## src/rtl/delta_pe_stream.sv

```systemverilog
// rtl/delta_pe_stream.sv - delta processing element with valid/ready output scatter stream
//
// Per accepted job: one full product (in_val * in_weight), then one output write per
// kernel entry, the partial product updated by signed power-of-two deltas between writes.
//
// Ports:
//   clock, reset          rising-edge clock, synchronous active-high reset
//   in_valid/in_ready     job handshake; in_ready is high only while idle
//   in_val, in_weight     signed activation and base weight
//   in_h, in_w            activation row/col
//   in_count              number of entries in this job (0..NUM_ENTRIES)
//   in_entries            packed entries {skip,neg,shift,ch,kh,kw}, entry 0 at LSBs
//   out_valid/out_ready   scatter-write handshake
//   out_val               partial product for the current entry
//   out_ch, out_h, out_w  scatter-write address
//   overflow              sticky per job, set on any signed add overflow
//   done                  one-cycle pulse in the first idle cycle after a job
module delta_pe_stream #(
  parameter int DATA_W      = 8,
  parameter int ACC_W       = 24,
  parameter int NUM_ENTRIES = 16,
  parameter int SHIFT_W     = 4,
  parameter int CH_W        = 4,
  parameter int KH_W        = 2,
  parameter int KW_W        = 2,
  parameter int H_W         = 6,
  parameter int W_W         = 6,
  parameter int OUT_H       = 32,
  parameter int OUT_W       = 32,
  parameter int SATURATE    = 0,
  localparam int ENTRY_W    = 2 + SHIFT_W + CH_W + KH_W + KW_W,
  localparam int CNT_W      = $clog2(NUM_ENTRIES + 1)
) (
  input  logic                           clock,
  input  logic                           reset,
  input  logic                           in_valid,
  output logic                           in_ready,
  input  logic signed [DATA_W-1:0]       in_val,
  input  logic signed [DATA_W-1:0]       in_weight,
  input  logic [H_W-1:0]                 in_h,
  input  logic [W_W-1:0]                 in_w,
  input  logic [CNT_W-1:0]               in_count,
  input  logic [NUM_ENTRIES*ENTRY_W-1:0] in_entries,
  output logic                           out_valid,
  input  logic                           out_ready,
  output logic signed [ACC_W-1:0]        out_val,
  output logic [CH_W-1:0]                out_ch,
  output logic [H_W-1:0]                 out_h,
  output logic [W_W-1:0]                 out_w,
  output logic                           overflow,
  output logic                           done
);

  localparam logic [1:0] IDLE = 2'd0;
  localparam logic [1:0] MULT = 2'd1;
  localparam logic [1:0] EMIT = 2'd2;

  localparam int ADDR_W  = CH_W + KH_W + KW_W;
  localparam int DELTA_W = 2 + SHIFT_W;
  localparam int IDX_W   = (NUM_ENTRIES > 1) ? $clog2(NUM_ENTRIES) : 1;

  localparam logic signed [ACC_W-1:0] ACC_MAX = {1'b0, {(ACC_W-1){1'b1}}};
  localparam logic signed [ACC_W-1:0] ACC_MIN = {1'b1, {(ACC_W-1){1'b0}}};
  // One extra bit so an underflowing subtraction lands above the limit as well.
  localparam logic [H_W:0] H_LIM = (H_W+1)'(OUT_H);
  localparam logic [W_W:0] W_LIM = (W_W+1)'(OUT_W);

  logic [1:0]               state;
  logic signed [DATA_W-1:0] val_q, weight_q;
  logic [H_W-1:0]           h_q;
  logic [W_W-1:0]           w_q;
  logic [CNT_W-1:0]         count_q;
  logic [IDX_W-1:0]         idx, idx_nxt;
  // Address fields and delta fields kept apart: the address comes from entry idx,
  // the delta applied on advance comes from entry idx+1.
  logic [ADDR_W-1:0]        addr_mem  [NUM_ENTRIES];
  logic [DELTA_W-1:0]       delta_mem [NUM_ENTRIES];

  logic [ADDR_W-1:0]        cur_addr;
  logic [DELTA_W-1:0]       nxt_delta;
  logic [H_W:0]             h_diff;
  logic [W_W:0]             w_diff;
  logic                     suppressed, last, add_ovf;
  logic signed [ACC_W-1:0]  act_ext, wgt_ext, product, term, sum_raw, sum_next;

  assign idx_nxt   = idx + IDX_W'(1);
  assign cur_addr  = addr_mem[idx];
  assign nxt_delta = delta_mem[idx_nxt];
  assign act_ext   = ACC_W'(val_q);
  assign wgt_ext   = ACC_W'(weight_q);
  assign product   = act_ext * wgt_ext;
  assign last      = (CNT_W'(idx) + CNT_W'(1)) == count_q;

  assign h_diff     = {1'b0, h_q} - (H_W+1)'(cur_addr[KW_W +: KH_W]);
  assign w_diff     = {1'b0, w_q} - (W_W+1)'(cur_addr[KW_W-1:0]);
  assign suppressed = (h_diff >= H_LIM) || (w_diff >= W_LIM);

  always_comb begin
    term = act_ext <<< nxt_delta[SHIFT_W-1:0];
    if (nxt_delta[SHIFT_W])
      term = -term;
    if (nxt_delta[SHIFT_W+1])
      term = '0;
    sum_raw  = out_val + term;
    add_ovf  = (out_val[ACC_W-1] == term[ACC_W-1]) && (sum_raw[ACC_W-1] != out_val[ACC_W-1]);
    sum_next = sum_raw;
    if (add_ovf && (SATURATE != 0))
      sum_next = out_val[ACC_W-1] ? ACC_MIN : ACC_MAX;
  end

  assign in_ready  = (state == IDLE);
  assign out_valid = (state == EMIT) && !suppressed;
  assign out_ch    = (state == EMIT) ? cur_addr[KW_W+KH_W +: CH_W] : '0;
  assign out_h     = (state == EMIT) ? h_diff[H_W-1:0] : '0;
  assign out_w     = (state == EMIT) ? w_diff[W_W-1:0] : '0;

  always_ff @(posedge clock) begin
    if (reset) begin
      state    <= IDLE;
      val_q    <= '0;
      weight_q <= '0;
      h_q      <= '0;
      w_q      <= '0;
      count_q  <= '0;
      idx      <= '0;
      out_val  <= '0;
      overflow <= 1'b0;
      done     <= 1'b0;
      for (int k = 0; k < NUM_ENTRIES; k++) begin
        addr_mem[k]  <= '0;
        delta_mem[k] <= '0;
      end
    end else begin
      done <= 1'b0;
      case (state)
        IDLE: begin
          if (in_valid) begin
            val_q    <= in_val;
            weight_q <= in_weight;
            h_q      <= in_h;
            w_q      <= in_w;
            count_q  <= in_count;
            overflow <= 1'b0;
            for (int k = 0; k < NUM_ENTRIES; k++) begin
              addr_mem[k]  <= in_entries[k*ENTRY_W +: ADDR_W];
              delta_mem[k] <= in_entries[k*ENTRY_W + ADDR_W +: DELTA_W];
            end
            state <= MULT;
          end
        end
        MULT: begin
          out_val <= product;
          idx     <= '0;
          if (count_q == '0) begin
            state <= IDLE;
            done  <= 1'b1;
          end else begin
            state <= EMIT;
          end
        end
        EMIT: begin
          // Suppressed entries have out_valid low, so they move on without a handshake.
          if (out_ready || suppressed) begin
            if (last) begin
              state <= IDLE;
              done  <= 1'b1;
            end else begin
              idx     <= idx_nxt;
              out_val <= sum_next;
              if (add_ovf)
                overflow <= 1'b1;
            end
          end
        end
        default: state <= IDLE;
      endcase
    end
  end

endmodule

```

## config.mk

```make
export PLATFORM = sky130hd
export DESIGN_NAME = delta_pe_stream
export DESIGN_NICKNAME = d
export VERILOG_FILES = /design/src/rtl/delta_pe_stream.sv
export SDC_FILE = /design/constraint.sdc
export NUM_CORES = 1
export LEC_CHECK = 0
export CAP_MARGIN = 10
export CORE_UTILIZATION = 58
export DETAILED_ROUTE_END_ITERATION = 16
export PLACE_DENSITY = 0.9
export SETUP_SLACK_MARGIN = 0.3
export SYNTH_ARGS = -nofsm -noshare
export SYNTH_HDL_FRONTEND = slang
export SYNTH_SLANG_ARGS = --single-unit
```

## constraint.sdc

```tcl
create_clock -name clock -period 13.7 [get_ports clock]
set_input_delay 2.74 -clock clock [delete_from_list [all_inputs] [get_ports clock]]
set_output_delay 2.74 -clock clock [all_outputs]
set_load 0.03 [all_outputs]
```

# [Yosys cells after proc, flatten, opt, wreduce, memory -nomap -nowiden]
# Memories as Yosys holds them, arrays and structs flattened. A register that Yosys moved wholly into a read port is not among the register bits.
# Index checks and enable logic that the tools add are counted.
[op_classes] mul=1 n_addsub=6 shifts=1 n_lt_le_gt_ge=2 reduce_logical=13 n_bitwise=32 n_eq_ne=10 mux=65
[op_table] cell="two-way mux 8 bit" count=16
[op_table] cell="two-way mux 6 bit" count=18
[op_table] cell="two-way mux 24 bit" count=4
[op_table] cell="case mux 24 bit (2 select lines)" count=1
[op_table] cell="bitwise OR 1 bit" count=32
[op_table] cell="adder 24 bit" count=1
[op_table] cell="negation 24 bit" count=1
[op_table] cell="<<< shifter 8 x 4 -> 24 bit" count=1
[op_table] cell="two-way mux 4 bit" count=5
[op_table] cell="multiplier 8 x 8 -> 16 bit" count=1
[op_table] cell="greater-or-equal comparator 7 x 6 -> 1 bit (second input constant)" count=2
[op_table] cell="subtractor 6 x 2 -> 7 bit" count=2
[op_table] cell="two-way mux 1 bit" count=13
[op_table] cell="two-way mux 2 bit" count=4
[op_table] cell="inequality test 2 bit (second input constant)" count=4
[op_table] cell="case mux 4 bit (2 select lines)" count=1
[op_table] cell="case mux 2 bit (3 select lines)" count=1
[op_table] cell="AND reduction 3 bit" count=2
[op_table] cell="adder 4 x 1 -> 5 bit (second input constant)" count=1
[op_table] cell="== test 5 bit" count=1
[op_table] cell="zero test 5 bit" count=1
[op_table] cell="AND reduction 5 bit" count=1
[op_table] cell="adder 4 x 1 -> 4 bit (second input constant)" count=1
[op_table] cell="case mux 1 bit (2 select lines)" count=2
[op_table] cell="11 further kinds" count=14
[word_totals] mem_count=2 mem_bits_rw=224 inputBits=261 elab_cells=142 regBits=65
[memory_table] memory="addr_mem" depth=16 word_bits=8 read_ports=1 rd_ports_with_merged_regs=1 wr=16 line_no="76" rtl="logic [ADDR_W-1:0] addr_mem [NUM_ENTRIES];"
[memory_table] memory="delta_mem" depth=16 word_bits=6 read_ports=1 rd_ports_with_merged_regs=0 wr=16 line_no="77" rtl="logic [DELTA_W-1:0] delta_mem [NUM_ENTRIES];"

# [Logic depth before layout (Yosys ltp)]
# Gate-level depths: netlist of the first run.
# An unclocked memory read counts as a cell.
[depth] ltp_word=13 mapped_depth=28 depth_no_buf=25

# [Worst setup path before layout of the first run]
# OpenSTA, ideal clock, no wires.
[synth_path] path_type="input to register" from="input in_valid" to="memory addr_mem[0][0] (netlist bit) (enable)" arrival_time_ns=7.402 cell_stages=3 n_path_buf=1 setup_slack_ns=5.721 required_ns=13.123 setup_ns=0.577 path_cell_list="a21oi_1 > clkbuf_1 > inv_1"
[synth_lines] element="from (decl)" line_no="36" rtl="input logic in_valid,"
[synth_lines] element="to (decl)" line_no="76"

# [Final worst setup path of the first run]
[layout_path] from="register idx[0]" to="register out_val[23]"
[layout_via] elab_chain_cells=10 elab_cells_between_ends=14
[layout_rtl] element="from (decl)" line_no="73" rtl="logic [IDX_W-1:0] idx, idx_nxt;"
[layout_rtl] element="from (signal assigned)" line_no="168" rtl="idx <= idx_nxt;"
[layout_rtl] element="adder 4 x 1 -> 4 bit" line_no="86" rtl="assign idx_nxt = idx + IDX_W'(1);"
[layout_rtl] element="memory read (16 x 6 bit)"
[layout_rtl] element="<<< shifter 8 x 4 -> 24 bit" line_no="99" rtl="term = act_ext <<< nxt_delta[SHIFT_W-1:0];"
[layout_rtl] element="negation 24 bit" line_no="101" rtl="term = -term;"
[layout_rtl] element="two-way mux 24 bit" line_no="100" rtl="if (nxt_delta[SHIFT_W])"
[layout_rtl] element="two-way mux 24 bit" line_no="102" rtl="if (nxt_delta[SHIFT_W+1])"
[layout_rtl] element="adder 24 bit" line_no="104" rtl="sum_raw = out_val + term;"
[layout_rtl] element="two-way mux 24 bit" line_no="164" rtl="if (last) begin"
[layout_rtl] element="two-way mux 24 bit" line_no="163" rtl="if (out_ready || suppressed) begin"
[layout_rtl] element="case mux 24 bit (2 select lines)" line_no="135" rtl="case (state)"
[layout_rtl] element="to (signal assigned)" line_no="152" rtl="out_val <= product;"
[layout_rtl] element="to (signal assigned)" line_no="169" rtl="out_val <= sum_next;"
[layout_rtl] element="to (decl)" line_no="46" rtl="output logic signed [ACC_W-1:0] out_val,"
# Several ways; a longest one is shown, not always the timed one. The select of a mux whose other input is x is not followed.
# A chain may end at the register's enable or synchronous reset.

==> flow_summary.ini, run 1 <==
[route]
wl_um = 50400
routed_via_density = 6.01
wl_per_cell_um = 22.8
num_vias = 13300
wl_met1_um = 18900
antenna_left = 0
highest_layer = met4
wl_met3_um = 3450
first_iter_violations = 989
dr_wl_met2_um = 26200
drtPass1Iterations = 6
remaining_drc_errors = 0

[clocking]
cts_hold_buf = 0
clkSinkCount = 293
cts_root_buffer = clkbuf_16
cts_buffers = 34
h-tree-depth = 2
cts_setup_buffers = 0
clkLatencyLatePin_ps = 530
ctsResizeCount = 0
clk_pin_slew_ps = 60
cts_tree = built
cts_max_path_buffers = 3

[worst_setup_path]
crit_fanout = 29
cpLargestDelayFamily = compound AO/OA/AOI/OAI gates
reg2reg_from = idx[0]$_SDFFE_PP0P_
crit_start = idx[0]$_SDFFE_PP0P_
path_depth = 25
cp.required_ps = 14130
worstRegToRegCells = 25
end_kind = flop
critPathKind = flop to flop
worstPathArrival_ps = 8740
crit_slowest_cell = dfxtp_2
slowest_delay_ps = 940
critPathBufInv = 0
crit_path_start_kind = flop

[synth]
synth_area_leaders = edfxtp_1 (38%), mux4_2 (7.9%), dfxtp_1 (7.8%), and2_1 (6.6%), fa_1 (6.5%)
synth_edf_count = 224
syn-num-nets = 1905
syn_area_um2 = 17700
netlist_top_cells_count = edfxtp_1 (224), and2_1 (187), nand2_1 (91), nor2b_1 (91)
yosys.area.top_type = edfxtp_1
yosysTopAreaCellShare_pct = 37.9
synth_flop_cell = edfxtp_1
synth_most_common_cell = edfxtp_1
yosysSeqAreaShare_pct = 45.7
syn_inst = 1525
postSynthAreaPerCell_um2 = 11.6
synth.distinct_cells = 87
ys_warn_count = 0
ys_ff_latch = 293
synthArstFlopShare_pct = 0

[placed_design]
place.gp.congestion = 0.910
numPortBuffers = 304
dpl_cell_area_um2 = 21000
hpwl_um = 35300

[sta]
rsz0062_at_grt = false
tightest_slew_ps = 1220
maxSlewViolCount = 0
tns_ps = 0
slew_headroom_pct = 18.6
fin_crit_sh_pct = 60.7
fmax_mhz = 120
period_minus_slack_ps = 8320
skew_ps = 16.5
setup_viol = 0
finalHoldViolations = 0

[cells_and_area]
area_delta_synth_final_pct = 25.0
design_area_um2 = 22200
fill_cells = 1868
register_area_um2 = 8110
drive_gt1_share_pct = 9.70
multi_input_comb_area_um2 = 8930
fin_nets = 2168

[die]
row_count = 63
die-area_um2 = 31300
io_pins = 305
coreArea_um2 = 29900
die_h_um = 177
start_util_pct = 59.4
fp.dieW_um = 177

[pwr]
power.leakage_nw = 8.70
peakVddDrop_mv = 0.123
p_per_area_nw_per_um2 = 129
total_power_w = 0.00286

[flow_run]
maxCapViolCount = 0

[hold_path]
hp-start = state[1]$_SDFFE_PP0P_
min_path_cells = 2
worstHoldPathType = flop to flop

[grt]
grt_pass1_vias = 13600
gr-total-overflow = 0
grt_max_degree = 168
antenna_found_initial = 3
grtUsageTotal_pct = 32.5
grt_first_pass_wirelength_um = 76300

[outcome]
outcome = finished clean
-- path summary, 6_finish.rpt --
kind,end,slack [ps]
worst max-delay path,out_val[23]$_SDFFE_PP0P_,5380
worst min-delay path,state[1]$_SDFFE_PP0P_,470
worst max register to register,out_val[23]$_SDFFE_PP0P_,5380
worst min register to register,state[1]$_SDFFE_PP0P_,470
-- state kept, by name, indices dropped and copies added, names as in the netlist, named ones only --
register,count
addr_mem,128
h_q,6
state,2
delta_mem,96
weight_q,8
overflow,1
w_q,6
done,1
val_q,8
count_q,5
out_val,24
idx,4
-- metal layers --
layer / GRT usage, % / vias up
met5: 0 / -
met1: 39.8 / 6558
met3: 5.30 / 99
met4: 12.1 / 0
li1: - / 5962
met2: 57.6 / 651
-- stage by stage --
stage          hold WS, ps  std cells  setup slack, ps  utilization [%]
3_3_place_gp           461       2142             5690             70.3
4_1_cts                473       2204             5430             74.2
2_1_floorplan          449       1525             5720                -
6_report               475       2208             5380             74.2
5_1_grt                509       2208             4580             74.2
3_5_place_dp           467       2142             5490             70.3
-- report_power, final --
group	total (W)	switching, W	internal [W]
registers	0.00115	0.0000698	0.00108
logic	0.000759	0.000421	0.000338
clock network	0.000948	0.000393	0.000555
total	0.00286	0.000884	0.00197
-- tightest hold or removal path: stages, from the launching register on --
cell	delay, ps
dfxtp_1	320
nand2_1	60
a21oi_1	50
-- cell usage in the layout, fill, tap and decap left out, types with 12 or more instances in the layout --
cell type and instances:
fa_1 58, inv_1 83, mux4_2 62, clkbuf_16 34
nor2b_1 91, nor3_1 17, nor2_1 84, o21ai_0 44
nand2b_1 12, a22o_1 28, a211oi_1 18, nand2_1 91
xnor2_1 35, a31oi_1 12, nand3_1 15, clkdlybuf4s50_1 303
and2_1 187, a21oi_1 59, xor2_1 19, ha_1 61
mux2i_1 25, edfxtp_1 224, dfxtp_1 67, buf_4 13
-- cell type report --
class                   count  share of cell area, %
clock buffers              45                   4.29
multi-input cells        1056                   40.3
repair buffers            316                   14.1
flip-flops and latches    293                   36.6
inverters                  87                   1.51
diodes                      4                 0.0451
clock inverters            17                  0.971
well taps                 390                   2.20
-- cells by family after synthesis --
logic type	share of synthesized area (%)
buffers and inverters	4.09
multiplexers	10.2
flip-flops	45.7
AND/OR/NAND/NOR	16.6
XOR/XNOR	3.07
AO/OA/AOI/OAI	9.46
adder cells (fa/ha/maj)	10.9
(Power assumes the default switching activity.)
==> run 2: changes to the inputs <==
- CORE_UTILIZATION: 58 -> 54
- PLACE_DENSITY: 0.9 -> 0.85
- clock period: 13.7 -> 8.5 ns (I/O delays scaled with it)
==> run 2 against run 1 <==
  * Sequential share of layout area increased by 0.11 points
  * Flip-flop and latch count unchanged
  * Wire length decreased by 6.8%
  * Fmax increased by 12%
  * Worst hold slack improved by 15 ps
  * Global-route usage decreased by 4.4 points
==> flow_summary.ini, run 2 (same netlist as run 1, synthesis figures left out) <==
[pwr]
switchingPower_w = 0.00136
p_per_area_nw_per_um2 = 201
power.leakage_nw = 8.65
peakVddDrop_mv = 0.177
switching_share_pct = 30.6
power_frac_clock_pct = 30.9
combPwrFrac_pct = 27.5
power.internal_w = 0.00308
power_frac_seq_pct = 41.7

[route]
routed_via_density = 5.72
remaining_drc_errors = 0
wl_um = 47000
drtPass1Iterations = 5
num_vias = 12900
wl_per_cell_um = 20.9
first_iter_violations = 877
antenna_left = 0

[clocking]
cts_root_buffer = clkbuf_16
ctsResizeCount = 0
cts_buffers = 31
clkLatencyLatePin_ps = 590
clkSinkCount = 293
cts_setup_buffers = 0
cts_hold_buf = 0
h-tree-depth = 1
cts_tree = built
cts_max_path_buffers = 3
clk_pin_slew_ps = 60

[sta]
tightest_slew_ps = 1120
skew_ps = 24.2
fin_crit_sh_pct = 87.3
holdWs_ps = 489
tns_ps = 0
finalHoldViolations = 0
rsz0062_at_grt = false
setup_viol = 0
maxSlewViolCount = 0
slew_headroom_pct = 25.1
fin_ws_ps = 1080
period_minus_slack_ps = 7420
fmax_mhz = 135

[cells_and_area]
drive_gt1_share_pct = 9.33
layout_common_cells = clkdlybuf4s50_1 (303), edfxtp_1 (224), and2_1 (187)
fin_nets = 2168
largest-register = addr_mem
final_common_cell = clkdlybuf4s50_1
area_delta_synth_final_pct = 24.7
design_area_um2 = 22100
fill_cells = 2217
largest_reg_flops = 128
top_regs = addr_mem x128, delta_mem x96, out_val x24

[worst_setup_path]
cp.required_ps = 8980
path_common_cell = a21oi_1
end_kind = flop
crit_path_start_kind = flop
crit_slowest_cell = a21oi_1
cpLargestDelayFamily = compound AO/OA/AOI/OAI gates
critPathBufInv = 0
slowest_delay_ps = 820
worstPathArrival_ps = 7900
critPathKind = flop to flop
crit_fanout = 13

[grt]
grt_pass1_vias = 13200
grt_first_pass_wirelength_um = 71500
grt_max_degree = 155
gr-total-overflow = 0
grtUsageTotal_pct = 28.1
antenna_found_initial = 3

[die]
start_util_pct = 55.5
fp.dieW_um = 183
io_pins = 305
coreArea_um2 = 32000
die-area_um2 = 33600
die_h_um = 183
row_count = 65

[placed_design]
hpwl_um = 35100
post-place-ws_ps = 1290
place.gp.congestion = 0.885
dpl_cell_area_um2 = 21100
numPortBuffers = 304

[flow_run]
maxCapViolCount = 0

[outcome]
outcome = finished clean

[hold_path]
worstHoldPathType = flop to flop
==> run 2: cell types whose count changed in the layout (fill, tap and decap cells not counted), moves of 3 or more <==
cell / delta
clkinv_2: -4
buf_4: +3
clkbuf_8: -3
clkinv_1: +3
==> run 2: final timing paths <==
kind              cells past startpoint  slack [ps]                  start               endpoint
setup / recovery                     25        1080    idx[1]$_SDFFE_PP0P_  overflow$_SDFFE_PP0P_
hold / removal                        2         490  state[1]$_SDFFE_PP0P_  state[1]$_SDFFE_PP0P_
setup reg to reg                     25        1080    idx[1]$_SDFFE_PP0P_  overflow$_SDFFE_PP0P_
hold reg to reg                       2         490  state[1]$_SDFFE_PP0P_  state[1]$_SDFFE_PP0P_
==> run 2: layer usage <==
metal  track usage (%)  part of all wire, %
met3              4.86                  6.2
met5                 0                    0
met2              49.0                   51
met1              34.3                   39
met4              12.0                  4.2
==> run 2: tightest hold or removal path: stages, from the launching register on <==
cell and delay, ps:
dfxtp_1 330, nand2_1 60, a21oi_1 50
==> run 2: cell type report <==
type	count	area (um^2)	share of cell area, %
Multi-Input combinational cell	1056	8920	40.4
Sequential cell	293	8110	36.7
Timing Repair Buffer	319	3150	14.3
Clock buffer	42	890	4.02
Tap cell	435	544	2.46
Inverter	87	334	1.51
Clock inverter	14	144	0.651
Antenna cell	3	7.51	0.0340
==> run 2: stage by stage <==
step | instances | power, W | util [%]
finish | 2249 | 0.00444 | 69.2
global route | 2248 | 0.00464 | 69.2
detailed placement | 2189 | 0.00309 | 65.9
global placement | 2189 | 0.00305 | 65.9
floorplan | 1525 | 0.00267 | -
CTS | 2245 | 0.00446 | 69.1
==> run 2: power by group through the flow <==
stage | clock network (W) | registers (W) | logic [W]
3_3_place_gp | 0 | 0.00187 | 0.00118
5_1_grt | 0.00144 | 0.00187 | 0.00133
2_1_floorplan | 0 | 0.00189 | 0.000782
3_5_place_dp | 0 | 0.00188 | 0.00121
6_report | 0.00137 | 0.00185 | 0.00122
4_1_cts | 0.00139 | 0.00185 | 0.00122
==> run 3: changes to the inputs <==
- SKIP_CTS_REPAIR_TIMING: default -> 1
==> results of run 3 <==
Same layout as run 2: the final DEF is identical, and so are final timing and power.
